## src/rtl/sram_port_arbiter_pkg.sv

```systemverilog
// sram_arb_pkg: shared types and sizing helpers for the SRAM port arbiter.
package sram_arb_pkg;
  typedef enum logic {ROUND_ROBIN = 1'b0, LOCKED = 1'b1} state_t;
  localparam int BURST_W = 8;
  function automatic int addr_w(input int depth);
    return (depth > 1) ? $clog2(depth) : 1;
  endfunction
endpackage

```

## src/rtl/sram_port_arbiter_rr_pick.sv

```systemverilog
// rr_pick: circular priority select, first set request at or after start.
module rr_pick #(
  parameter int N = 2,
  parameter int IDX_W = 1
) (
  input  logic [N-1:0]     req,
  input  logic [IDX_W-1:0] start,
  output logic [N-1:0]     grant,
  output logic [IDX_W-1:0] idx,
  output logic             any
);
  always_comb begin
    grant = '0;
    idx = '0;
    any = 1'b0;
    for (int k = 0; k < N; k++) begin
      if (!any && req[(int'(start) + k) % N]) begin
        any = 1'b1;
        idx = IDX_W'((int'(start) + k) % N);
        grant[(int'(start) + k) % N] = 1'b1;
      end
    end
  end
endmodule

```

## src/rtl/sram_port_arbiter.sv

```systemverilog
// sram_port_arbiter: round-robin arbiter with bounded lock bursts sharing one
// single-port SRAM, routing 1-cycle read data back to the issuing requester.
module sram_port_arbiter
  import sram_arb_pkg::*;
#(
  parameter int WIDTH = 32,
  parameter int DEPTH = 32,
  parameter int NUM_REQ = 2,
  parameter int MAX_BURST = 4,
  localparam int ADDR_W = addr_w(DEPTH),
  localparam int IDX_W = $clog2(NUM_REQ)
) (
  input  logic                      clk,
  input  logic                      rst,
  input  logic [NUM_REQ-1:0]        req_valid,
  input  logic [NUM_REQ-1:0]        req_write,
  input  logic [NUM_REQ-1:0]        req_lock,
  input  logic [NUM_REQ*ADDR_W-1:0] req_addr,
  input  logic [NUM_REQ*WIDTH-1:0]  req_wdata,
  output logic [NUM_REQ-1:0]        req_ready,
  output logic [NUM_REQ-1:0]        rsp_valid,
  output logic [WIDTH-1:0]          rsp_data,
  output logic [ADDR_W-1:0]         sram_addr,
  output logic                      sram_ren,
  output logic                      sram_wen,
  output logic [WIDTH-1:0]          sram_d,
  input  logic [WIDTH-1:0]          sram_q
);
  state_t             state;
  logic [IDX_W-1:0]   rr_ptr, owner, g, next_ptr, tag_idx;
  logic [BURST_W-1:0] burst_cnt;
  logic               tag_v, xfer, lock_ok, burst_more;
  logic [NUM_REQ-1:0] valid_eff, mask;
  // A locked owner that drops valid falls back to round robin in the same cycle.
  assign valid_eff = rst ? '0 : req_valid;
  assign lock_ok = (state == LOCKED) && valid_eff[owner];
  assign mask = lock_ok ? (valid_eff & (NUM_REQ'(1) << owner)) : valid_eff;
  rr_pick #(.N(NUM_REQ), .IDX_W(IDX_W)) u_pick (
    .req(mask),
    .start(lock_ok ? owner : rr_ptr),
    .grant(req_ready),
    .idx(g),
    .any(xfer)
  );
  assign next_ptr = (g == IDX_W'(NUM_REQ - 1)) ? '0 : g + 1'b1;
  assign burst_more = ({1'b0, burst_cnt} + 9'd1) < 9'(MAX_BURST);
  assign sram_ren = xfer && !req_write[g];
  assign sram_wen = xfer && req_write[g];
  assign sram_addr = xfer ? req_addr[g*ADDR_W +: ADDR_W] : '0;
  assign sram_d = xfer ? req_wdata[g*WIDTH +: WIDTH] : '0;
  assign rsp_valid = tag_v ? (NUM_REQ'(1) << tag_idx) : '0;
  assign rsp_data = tag_v ? sram_q : '0;
  always_ff @(posedge clk or posedge rst) begin
    if (rst) begin
      state <= ROUND_ROBIN;
      rr_ptr <= '0;
      owner <= '0;
      burst_cnt <= '0;
      tag_v <= 1'b0;
      tag_idx <= '0;
    end else begin
      tag_v <= sram_ren;
      tag_idx <= g;
      if (xfer) rr_ptr <= next_ptr;
      if (lock_ok) begin
        state <= (req_lock[g] && burst_more) ? LOCKED : ROUND_ROBIN;
        burst_cnt <= (req_lock[g] && burst_more) ? burst_cnt + 1'b1 : '0;
      end else begin
        state <= (xfer && req_lock[g] && MAX_BURST > 1) ? LOCKED : ROUND_ROBIN;
        burst_cnt <= (xfer && req_lock[g] && MAX_BURST > 1) ? BURST_W'(1) : '0;
        owner <= g;
      end
    end
  end
`ifndef SYNTHESIS
  always @(posedge clk) begin
    if (sram_ren && sram_wen) begin
      $display("sram_port_arbiter: error, sram_ren and sram_wen both asserted");
      $finish(1);
    end
  end
`endif
endmodule

```

## config.mk

```make
export PLATFORM = sky130hd
export DESIGN_NAME = sram_port_arbiter
export DESIGN_NICKNAME = d
export VERILOG_FILES = /design/src/rtl/sram_port_arbiter_pkg.sv /design/src/rtl/sram_port_arbiter_rr_pick.sv /design/src/rtl/sram_port_arbiter.sv
export SDC_FILE = /design/constraint.sdc
export NUM_CORES = 1
export LEC_CHECK = 0
export BUFFER_PORTS_ARGS = -buffer_cell sky130_fd_sc_hd__buf_4
export CAP_MARGIN = 15
export CORE_MARGIN = 1.5
export CORE_UTILIZATION = 25
export CTS_CLUSTER_DIAMETER = 200
export DETAILED_ROUTE_END_ITERATION = 12
export GPL_TIMING_DRIVEN = 0
export PLACE_DENSITY = 0.7
export SLEW_MARGIN = 20
export SYNTH_ARGS = -nofsm -noshare
export SYNTH_HDL_FRONTEND = slang
export SYNTH_SLANG_ARGS = --single-unit
export TNS_END_PERCENT = 50
```

## constraint.sdc

```tcl
create_clock -name clk -period 1.6 [get_ports clk]
set_input_delay 0.32 -clock clk [delete_from_list [all_inputs] [get_ports clk]]
set_output_delay 0.32 -clock clk [all_outputs]
set_load 0.1 [all_outputs]
```

==> flow_metrics.py <==
metrics = {
    "grt": {
        "grt_overflow": 0,
        "grt_pass1_wl_microns": 11900,
        "grt_pass1_vias": 2418,
        "gr-usage-all-layers_pct": 24.4,
        "antenna_found_initial": 0,
        "grt_max_degree": 15,
    },
    "pwr": {
        "power_frac_comb_pct": 75.2,
        "p_sw_share_pct": 51.9,
        "intPower_uw": 1250,
        "p_per_area_mw_per_mm2": 586,
        "clkPwrFrac_pct": 10.8,
        "p_leak_uw": 0.00201,
        "irDropWorstVdd_uv": 577,
        "seq_power_share_pct": 14.0,
        "power.switching_uw": 1350,
    },
    "placement": {
        "dpl.cell_count": 485,
        "gp_congestion": 0.782,
        "port_buffers": 188,
        "post-dp-hpwl_microns": 5500,
        "dpl-instance-area_sq_mm": 0.00337,
    },
    "timing": {
        "hold_ws_ns": 0.142,
        "skew_ns": 0.00192,
        "rsz0062_at_grt": "yes",
        "slew_viol_final": 0,
        "fin_crit_sh_pct": 139,
        "tightest_slew_ns": 0.659,
        "final.setup.tns_ns": -24.37,
        "fin_ws_ns": -0.632,
        "min_period_ns": 2.23,
        "slew_headroom_pct": 56.0,
        "max_freq_mhz": 448,
        "hold_viol_final": 0,
        "setup_viol": 43,
    },
    "detailed_routing": {
        "routed_wl_microns": 8180,
        "vias": 2363,
        "drt_iter0_markers": 62,
        "via_per_inst": 4.73,
        "drc": 0,
        "ant_nets": 0,
        "post_drt_wl_per_cell_microns": 16.4,
        "drt_first_pass_iters": 4,
    },
    "logic_synthesis": {
        "synthCells": 220,
        "yosysUniqueCellTypes": 33,
        "yosys_register_bits": 13,
        "ys_warn_count": 0,
        "syn_area_sq_mm": 0.00141,
        "syn_area_per_cell_sq_um": 6.40,
        "synth_seq_area_share_pct": 23.1,
    },
    "clocking": {
        "worstSkewPairLatency_ns": 0.24,
        "cts_tree": "yes",
        "path_clk_slew_ns": 0.05,
        "clk_path_buf_depth": 2,
        "ctsHoldBuffers": 0,
        "numCtsBuffers": 3,
        "cts.sinks": 13,
        "root_buffer": "clkbuf_8",
        "htreeDepth": 1,
    },
    "layout": {
        "antenna_cells": 0,
        "fin_nets": 544,
        "final_cell_area_sq_mm": 0.00444,
        "final_cell_count_no_fill": 500,
        "drive_gt1_share_pct": 74.8,
        "layout_commonest_cell": "buf_4",
        "syn2layout_area_growth_pct": 215,
        "final_cell_mix": "buf_4, buf_12, nand2_2",
    },
    "setup_path": {
        "endpoint_kind": "output port",
        "start_kind": "flip-flop",
        "worstPathMaxFanout": 5,
        "worstPathArrival_ns": 1.91,
        "cp-startpoint": "state$_DFF_PP0_",
        "critical_path_class": "flip-flop to output port",
        "timing.rr.start": "state$_DFF_PP0_",
        "required_ns": 1.28,
    },
    "job": {
        "maxCapViolations": 0,
    },
    "hold_path": {
        "hp-class": "primary input to asynchronous set/reset pin",
    },
    "floorplan": {
        "die_w_microns": 78.1,
        "coreArea_sq_mm": 0.00547,
        "core.rowCount": 27,
        "initial_core_util_pct": 25.7,
        "pin_count": 189,
        "die_h_microns": 78.1,
        "dieArea_sq_mm": 0.00609,
    },
    "outcome": {
        "violations": "setup timing",
        "outcome": "finished, violations left",
    },
}
[area by class of cell]
| cell class | instances | area (sq um) |
|---|---|---|
| Timing Repair Buffer | 199 | 2170 |
| Clock buffer | 3 | 41.3 |
| Buffer | 15 | 154 |
| Sequential cell | 13 | 327 |
| Inverter | 9 | 33.8 |
| Multi-Input combinational cell | 188 | 1620 |
| Tap cell | 72 | 90.1 |
| Fill cell | 336 | 1030 |
| Clock inverter | 1 | 5.00 |
[through the flow]
stage	total power [uW]	setup WS, ns	utilization (%)
6_report	2600	-0.632	81.2
5_1_grt	2710	-0.718	81.2
4_1_cts	2550	-0.662	78.0
3_5_place_dp	1940	-0.935	61.5
3_3_place_gp	1920	-0.926	61.5
2_1_floorplan	1510	-0.527	-
[synthesized netlist by cell type]
cell,number,area (sq um)
xor2_1,1,8.76
o311ai_1,1,8.76
nor3b_1,1,7.51
nor4b_2,1,15.0
mux2_4,2,30.0
a2111oi_2,1,15.0
nor4_1,1,6.26
nand2b_1,1,6.26
o31ai_1,1,7.51
o21bai_1,1,7.51
a21oi_1,38,190
nand3_2,1,10.0
nor2b_1,4,25.0
a31oi_2,1,12.5
o21ba_2,1,10.0
o22ai_1,1,6.26
clkbuf_1,7,26.3
buf_2,6,30.0
nor2_1,5,18.8
nor3_1,1,5.00
nand2_1,77,289
ha_1,1,12.5
mux2i_1,1,10.0
conb_1,1,3.75
buf_6,2,22.5
dfrtp_1,13,325
o21ai_0,2,10.0
o21ai_4,1,16.3
inv_1,9,33.8
and2_1,33,206
o211a_1,1,10.0
nor4b_1,2,17.5
nand3_1,1,5.00
[power by group through the flow]
stage	combinational [uW]	clock (uW)	sequential, uW
CTS	1890	292	364
global route	2020	321	369
floorplan	1150	0	366
global placement	1550	0	370
finish	1960	281	366
detailed placement	1570	0	371
[timing repair]
item / in CTS / in global routing
resized for setup: 206 / 51
pin swaps: 15 / 13
setup buffers: 9 / 1
cloned: 1 / 0
endpoints found under the setup margin: 75 / 76
[sequential cells by signal, summed over array words and instances, names as in the netlist]
name       count
burst_cnt      8
owner          1
rr_ptr         1
state          1
tag_idx        1
tag_v          1
[logic make-up (layout without fill, tap and decap cells)]
logic type	after synthesis	in the layout	share of synthesized area, %
AND/OR/NAND/NOR	128	128	43.4
AO/OA/AOI/OAI	49	49	20.9
buffers and inverters	24	227	7.99
flip-flops	13	13	23.1
multiplexers	3	3	2.84
adder cells (fa/ha/maj)	1	1	0.888
other	1	6	0.266
XOR/XNOR	1	1	0.622
[worst paths after layout]
path / endpoint / slack, ns / cells past startpoint
max: sram_ren / -0.63 / 6
min: burst_cnt[0]$_DFF_PP0_ / 0.14 / 2
max reg2reg: tag_v$_DFF_PP0_ / -0.07 / 6
min in group clk: state$_DFF_PP0_ / 0.48 / 4
max in group asynchronous: tag_v$_DFF_PP0_ / 1.08 / 2
min reg2reg: rr_ptr$_DFFE_PP0P_ / 0.53 / 2
[worst max-delay path: stages (launching register included)]
cell,delay [ns]
dfrtp_1,0.39
mux2_4,0.33
o21ai_4,0.16
buf_6,0.16
mux2i_4,0.23
nor2b_4,0.21
buf_12,0.19
[metal layers]
layer	vias up	routed length [microns]	GRT usage [%]	share of wire (%)
met5	-	0	0	0
met4	0	273	8.04	3.3
met3	24	655	6.86	8.0
met2	118	4510	47.3	55
met1	1101	2740	24.9	33
li1	1120	-	-	-
(Power assumes the default switching activity.)
